===== config.mk =====
export PLATFORM = sky130hd
export DESIGN_NAME = pipe_seg_reg
export DESIGN_NICKNAME = d
export VERILOG_FILES = /design/src/rtl/pipe_pkg.sv /design/src/rtl/pipe_seg_reg.sv
export SDC_FILE = /design/constraint.sdc
export NUM_CORES = 1
export LEC_CHECK = 0
export ABC_CLOCK_PERIOD_IN_PS = 2190
export CAP_MARGIN = 20
export CORE_ASPECT_RATIO = 1.1
export CORE_MARGIN = 10
export CORE_UTILIZATION = 40
export DETAILED_ROUTE_END_ITERATION = 12
export HOLD_SLACK_MARGIN = 0.06
export PLACE_DENSITY = 0.77
export SYNTH_ARGS = -nofsm -noshare
export SYNTH_HDL_FRONTEND = slang
export SYNTH_SLANG_ARGS = --single-unit
export TNS_END_PERCENT = 5

===== constraint.sdc =====
create_clock -name clk -period 2.19 [get_ports clk]
set_input_delay 0.5475 -clock clk [delete_from_list [all_inputs] [get_ports clk]]
set_output_delay 0.5475 -clock clk [all_outputs]
set_load 0.005 [all_outputs]

===== src/rtl/pipe_pkg.sv =====
// rtl/pipe_pkg.sv - shared types and constants for pipeline segment registers
// Contents:
//   seg_state_e      occupancy of a segment: EMPTY, FULL (out only), SKID (out + skid)
//   DEFAULT_WIDTH    default payload width of a segment
//   FLUSH_NOP        flush value for instruction fields (addi x0,x0,0)
//   FLUSH_DATA       flush value for data fields
package pipe_pkg;

    typedef enum logic [1:0] {
        ST_EMPTY = 2'd0,
        ST_FULL  = 2'd1,
        ST_SKID  = 2'd2
    } seg_state_e;

    localparam int DEFAULT_WIDTH = 32;

    localparam logic [31:0] FLUSH_NOP  = 32'h0000_0013;
    localparam logic [31:0] FLUSH_DATA = 32'h0000_0000;

endpackage


===== src/rtl/pipe_seg_reg.sv =====
// rtl/pipe_seg_reg.sv - pipeline segment register with valid/ready handshake and one-entry skid
// Ports:
//   clk        clock, all state updates on posedge
//   rst        synchronous active-high reset
//   bubble     hold request; freezes every register including stall_cnt
//   flush      clear request; empties the segment, out_data <= FLUSH_VAL
//   in_valid   upstream payload valid
//   in_data    upstream payload
//   in_ready   registered, high unless the skid entry is occupied
//   out_valid  out_data holds a live payload
//   out_data   payload to the next stage
//   out_ready  downstream accepts out_data this cycle
//   stall_cnt  saturating count of cycles with out_valid=1 and no transfer out
module pipe_seg_reg
    import pipe_pkg::*;
#(
    parameter int               WIDTH     = DEFAULT_WIDTH,
    parameter logic [WIDTH-1:0] FLUSH_VAL = '0,
    parameter int               CNT_W     = 16
) (
    input  logic             clk,
    input  logic             rst,
    input  logic             bubble,
    input  logic             flush,
    input  logic             in_valid,
    input  logic [WIDTH-1:0] in_data,
    output logic             in_ready,
    output logic             out_valid,
    output logic [WIDTH-1:0] out_data,
    input  logic             out_ready,
    output logic [CNT_W-1:0] stall_cnt
);

    localparam logic [CNT_W-1:0] CNT_MAX = '1;
    localparam logic [CNT_W-1:0] CNT_ONE = {{(CNT_W-1){1'b0}}, 1'b1};

    seg_state_e       state;
    logic             skid_valid;
    logic [WIDTH-1:0] skid_data;

    logic accept_in;
    logic accept_out;

    assign accept_in  = in_valid  & in_ready  & ~bubble;
    assign accept_out = out_valid & out_ready & ~bubble;

    always_ff @(posedge clk) begin
        if (rst) begin
            state      <= ST_EMPTY;
            out_valid  <= 1'b0;
            out_data   <= FLUSH_VAL;
            skid_valid <= 1'b0;
            skid_data  <= '0;
            in_ready   <= 1'b1;
            stall_cnt  <= '0;
        end else if (!bubble) begin
            // A flush cycle is not counted as a stall: the payload is being discarded.
            if (out_valid && !out_ready && !flush && stall_cnt != CNT_MAX)
                stall_cnt <= stall_cnt + CNT_ONE;

            if (flush) begin
                // Same-cycle in_data is dropped; a same-cycle transfer out already
                // happened from downstream's point of view, so nothing to undo.
                state      <= ST_EMPTY;
                out_valid  <= 1'b0;
                skid_valid <= 1'b0;
                out_data   <= FLUSH_VAL;
                in_ready   <= 1'b1;
            end else begin
                case (state)
                    ST_EMPTY: begin
                        if (accept_in) begin
                            out_data  <= in_data;
                            out_valid <= 1'b1;
                            state     <= ST_FULL;
                        end
                    end
                    ST_FULL: begin
                        if (accept_in && accept_out) begin
                            out_data <= in_data;
                        end else if (accept_in) begin
                            // Downstream stalled while upstream still pushed: park it.
                            skid_data  <= in_data;
                            skid_valid <= 1'b1;
                            in_ready   <= 1'b0;
                            state      <= ST_SKID;
                        end else if (accept_out) begin
                            // out_data keeps its last value when the segment drains.
                            out_valid <= 1'b0;
                            state     <= ST_EMPTY;
                        end
                    end
                    ST_SKID: begin
                        if (accept_out) begin
                            out_data   <= skid_data;
                            skid_valid <= 1'b0;
                            in_ready   <= 1'b1;
                            state      <= ST_FULL;
                        end
                    end
                    default: begin
                        state      <= ST_EMPTY;
                        out_valid  <= 1'b0;
                        skid_valid <= 1'b0;
                        in_ready   <= 1'b1;
                    end
                endcase
            end
        end
    end

endmodule


# Yosys cells after proc, flatten, opt, wreduce, memory -nomap -nowiden

Index checks and enable logic that the tools add are counted.
W data, S select, Z words.

Register bits: 84
Bits in latches: 0
Memory bits (writable): 0
Bits in read-only memories: 0
Output and inout port bits: 50
Logic and storage cells: 64
Memories kept: 0

Add/sub/neg operators: 1
$mul: 0
Div/mod/pow operators: 0
Magnitude comparators: 0
Eq/ne operators: 13
Shifts and indexed selects: 0
Multiplexer cells: 23
Bitwise operators: 7
Reductions and logical operators: 14

Operators by type and width:

| cell                    | count |
|---|---|
| $mux W32                | 4 |
| $pmux W32 S3            | 1 |
| $ne A3 B3 Y1 const B    | 7 |
| $reduce_and A5 Y1       | 4 |
| $add A16 B1 Y16 const B | 1 |
| $ne A16 B16 Y1 const B  | 1 |
| $mux W2                 | 6 |
| $mux W1                 | 9 |
| $pmux W1 S3             | 2 |
| $pmux W2 S3             | 1 |
| $reduce_and A6 Y1       | 1 |
| $and A1 B1 Y1           | 4 |
| $logic_and A1 B1 Y1     | 4 |
| $ne A2 B2 Y1 const B    | 2 |
| $ne A4 B4 Y1 const B    | 1 |
| $reduce_bool A4 Y1      | 1 |
| $not A1 Y1              | 3 |
| $eq A2 B1 Y1 const B    | 1 |
| $eq A2 B2 Y1 const B    | 1 |
| $logic_not A1 Y1        | 2 |
| $logic_not A2 Y1        | 1 |
| $reduce_and A2 Y1       | 1 |

# Depth between registers and ports, before layout

Word-level depth: 7
Depth in mapped cells: 7
Depth with buffers taken out: 5

# Least setup slack after synthesis

No wires, ideal clock.

Path kind: in2reg
Start point: in flush
End point: reg stall_cnt[11]
Library setup time: 0.121 ns
Arrival: 1.991 ns
Slack: 0.079 ns
Stages: 5
Cells stage by stage: clkbuf_1 nor4b_1 nand2_1 a2111oi_0 mux2_2

Cells in the longest elaborated chain, start to end: 4

RTL lines:

| element                           | line               | text |
|---|---|---|
| start: declaration                | pipe_seg_reg.sv:24 | `input logic flush,` |
| $logic_not A1 Y1                  | pipe_seg_reg.sv:58 | `if (out_valid && !out_ready && !flush && stall_cnt != CNT_MAX)` |
| $logic_and A1 B1 Y1 (2 in series) | pipe_seg_reg.sv:58 |  |
| $reduce_and A2 Y1 (no line)       | n/a                |  |
| end signal: assignment            | pipe_seg_reg.sv:59 | `stall_cnt <= stall_cnt + CNT_ONE;` |
| end: declaration                  | pipe_seg_reg.sv:31 | `output logic [CNT_W-1:0] stall_cnt` |

Every way passes these cells.
A chain may end at the register's enable or synchronous reset.

# Worst setup path in the final report

Start point: in flush
End point: reg stall_cnt[15]

The elaborated chain is that of the path after synthesis.

==> results.py <==
metrics = {
    "pwr": {
        "p_per_area_nw_per_um2": 607,
        "seq_power_share_pct": 52.6,
        "power.share.switching_pct": 24.6,
        "switchingPower_mw": 0.736,
        "leakagePower_nw": 1.87,
        "p_clk_share_pct": 38.3,
        "combPwrFrac_pct": 9.1,
        "vdd_drop_max_v": 0.000365,
        "p_int_mw": 2.25,
    },
    "layout": {
        "final_cell_area_sq_um": 4920,
        "post-route-util_pct": 57.9,
        "n_antenna_cell": 0,
        "drive_gt1_share_pct": 11.2,
        "final_nets": 524,
        "area_growth_pct": 39.0,
        "final_cells": 601,
        "fill_cells": 729,
    },
    "floorplanning": {
        "fp-row-count": 35,
        "die_height_um": 119,
        "initial_core_util_pct": 41.7,
        "core_area_sq_um": 8500,
        "io_pins": 88,
        "die_x_um": 110,
        "die-area_sq_um": 13000,
    },
    "logic_synthesis": {
        "synth_area_sq_um": 3540,
        "ys_types": 43,
        "postSynthCellCount": 391,
        "async_flop_share_pct": 0,
        "avgSynthCellArea_sq_um": 9.06,
        "synth-compound-area-share_pct": 19.4,
        "synth_simple_gate_area_share_pct": 18.4,
        "syn_nets": 430,
        "synth_top_family_by_area": "compound AO/OA/AOI/OAI gates",
        "ys_warn_count": 0,
        "synth_edf_count": 0,
        "seq_area_frac_synth_pct": 47.5,
        "synthAdderAreaFrac_pct": 0.353,
        "synth_ff_type": "dfxtp_1",
        "synth.area.mux_share_pct": 10.6,
        "synth-xor-area-share_pct": 0.247,
        "synth-seq-cells": 84,
    },
    "worst_setup_path": {
        "crit_family": "simple AND/OR/NAND/NOR gates",
        "critical_path_class": "primary input to flip-flop",
        "crit_path_cell_trace": "clkdlybuf4s50_1 -> or4b_4 -> a211o_1 -> or4_1 -> a21oi_1",
        "end_kind": "flip-flop",
        "max_stage_delay_ps": 560,
        "worstPathMaxFanout": 3,
        "cp.required_ps": 2470,
        "cp_num_buf_inv": 1,
        "cp_slowest_cell": "or4b_4",
        "cp.arrival_ps": 2410,
        "start_kind": "primary input",
    },
    "sta": {
        "period_share_pct": 97.3,
        "setup_viol_count_final": 0,
        "max_slew_margin_pct": 72.1,
        "timing.fmax_mhz": 469,
        "setup_tns_ps": 0,
        "tightestPinTransition_ps": 419,
        "worst_slack_ps": 58.7,
        "drv_slew": 0,
        "clock_skew_ps": 12.3,
        "grt_setup_unrepaired": "true",
        "period_minus_slack_ps": 2130,
        "hold_viol": 0,
    },
    "grt": {
        "grt_use_total_pct": 15.0,
        "grt_pass1_vias": 3110,
        "grt-ovfl-total": 0,
        "grt_first_pass_wirelength_um": 16000,
        "grt_antenna_before_repair": 0,
        "grt_start_max_net_pins": 33,
    },
    "hold_path": {
        "hold_class": "flip-flop to flip-flop",
    },
    "route": {
        "drt_iter0_drc": 151,
        "top_layer": "met4",
        "routed_wl_um": 9890,
        "vias_per_cell": 5.42,
        "firstDrtPassIters": 5,
        "drc": 0,
        "wl_per_cell_um": 16.5,
        "route.met2.wl_um": 4710,
        "vias": 3259,
        "postRouteAntennaNets": 0,
        "wl_met3_um": 741,
        "wl_met1_um": 4330,
    },
    "place": {
        "place_congestion": 0.880,
        "io_buffers": 87,
        "dp_hpwl_um": 6900,
        "dpl_cell_area_sq_um": 4690,
        "place_inst": 585,
        "dp_slack_ps": -408,
    },
    "cts": {
        "ctsHtreeMaxLevel": 3,
        "clk_latency_ps": 350,
        "clk_pin_slew_worst_paths_ps": 80,
        "cts_tree": "yes",
        "cts_sinks": 84,
        "ctsRootBufferMaster": "clkbuf_8",
        "clk_path_buf_depth": 2,
        "numCtsBuffers": 9,
    },
    "run_status": {
        "outcome": "finished, final reports clean",
    },
    "job": {
        "drv_cap": 0,
    },
}
[power by group through the flow]
stage	Clock, mW	Combinational [mW]	Sequential, mW
floorplan	0	0.105	1.60
global placement	0	0.268	1.60
detailed placement	0	0.271	1.61
CTS	1.17	0.273	1.57
global route	1.24	0.295	1.57
finish	1.14	0.272	1.57
[registers in the layout (all words and copies together), names as in the netlist]
name / count
out_data: 32
skid_data: 32
stall_cnt: 16
state: 2
in_ready: 1
out_valid: 1
[per-layer routing]
metal  vias up  track usage [%]
li1       1603                -
met5         -                0
met3        11             5.27
met4         0             3.83
met1      1549             18.2
met2        96             24.5
[path summary, 6_finish.rpt]
check | to | cells after the start | slack (ps) | from
max | stall_cnt[15] | 5 | 60 | flush
min | skid_data[12] | 2 | 460 | skid_data[12]
max reg2reg | stall_cnt[4] | 6 | 170 | stall_cnt[0]
min reg2reg | skid_data[12] | 2 | 460 | skid_data[12]
[cell type report]
class                           count  area [sq um]  share of cell area (%)
Sequential cell                    84          1680                    34.2
Timing Repair Buffer              113          1110                    22.6
Inverter                            2          7.51                   0.153
Multi-Input combinational cell    275          1780                    36.1
Clock buffer                        9           124                    2.52
Clock inverter                      7          80.1                    1.63
Tap cell                          111           139                    2.82
[worst register-to-register path, delay by kind of cell (launching register included)]
kind | cells | cell delay (ps)
buf+inv | 1 | 270
simple gates | 3 | 610
fa+ha+maj | 1 | 340
flops | 1 | 420
mux | 1 | 270
[what timing repair did]
item	CTS	global route
setup endpoints to repair	1	36
setup buffers	0	0
resized for setup	1	5
pin swaps	0	0
hold buffers	0	0
[cells in the final DEF, fill, tap and decap left out, drive strengths merged, types with 2 or more instances in the layout]
cell / netlist / routed
a211oi: 2 / 2
a21oi: 46 / 46
and3: 2 / 2
buf: 5 / 27
clkbuf: 25 / 9
clkdlybuf4s50: 0 / 86
dfxtp: 84 / 84
inv: 2 / 6
mux2: 3 / 3
mux2i: 34 / 34
nand2: 72 / 72
nand2b: 3 / 3
nand3: 7 / 7
nand3b: 2 / 2
nand4: 3 / 3
nand4b: 2 / 2
nor2: 13 / 13
nor2b: 4 / 4
nor3: 5 / 5
nor4: 3 / 3
nor4b: 2 / 2
o21ai: 7 / 7
o2bb2ai: 32 / 32
o31ai: 6 / 6
o41ai: 3 / 3
or3: 3 / 3
or4: 6 / 6
[cell families (layout without fill, tap and decap cells)]
family                   Yosys count  count (layout)
AND/OR/NAND/NOR                  134             134
AO/OA/AOI/OAI                    102             102
flip-flops                        84              84
multiplexers                      37              37
buffers and inverters             32             131
adder cells (fa/ha/maj)            1               1
XOR/XNOR                           1               1
[per-stage QoR]
step	power [mW]	hold WS, ps
floorplan	1.71	436
global placement	1.87	441
detailed placement	1.88	446
CTS	3.01	458
global route	3.11	472
finish	2.99	458
[cell usage after synthesis, drive strengths merged (2+ instances only)]
library cell	instances	area, sq um
nand4	3	18.8
or3	3	18.8
nand4b	2	17.5
dfxtp	84	1680
mux2i	34	340
a21oi	46	230
nor4	3	18.8
inv	2	7.51
nor3	5	25.0
nand3b	2	15.0
nand2b	3	18.8
nand2	72	270
a211oi	2	15.0
o41ai	3	33.8
nor2b	4	25.0
buf	5	25.0
mux2	3	33.8
o21ai	7	35.0
clkbuf	25	93.8
nand3	7	35.0
o31ai	6	45.0
nor2	13	48.8
or4	6	45.0
and3	2	12.5
nor4b	2	17.5
o2bb2ai	32	280
Power figures use the tool's default switching activity.
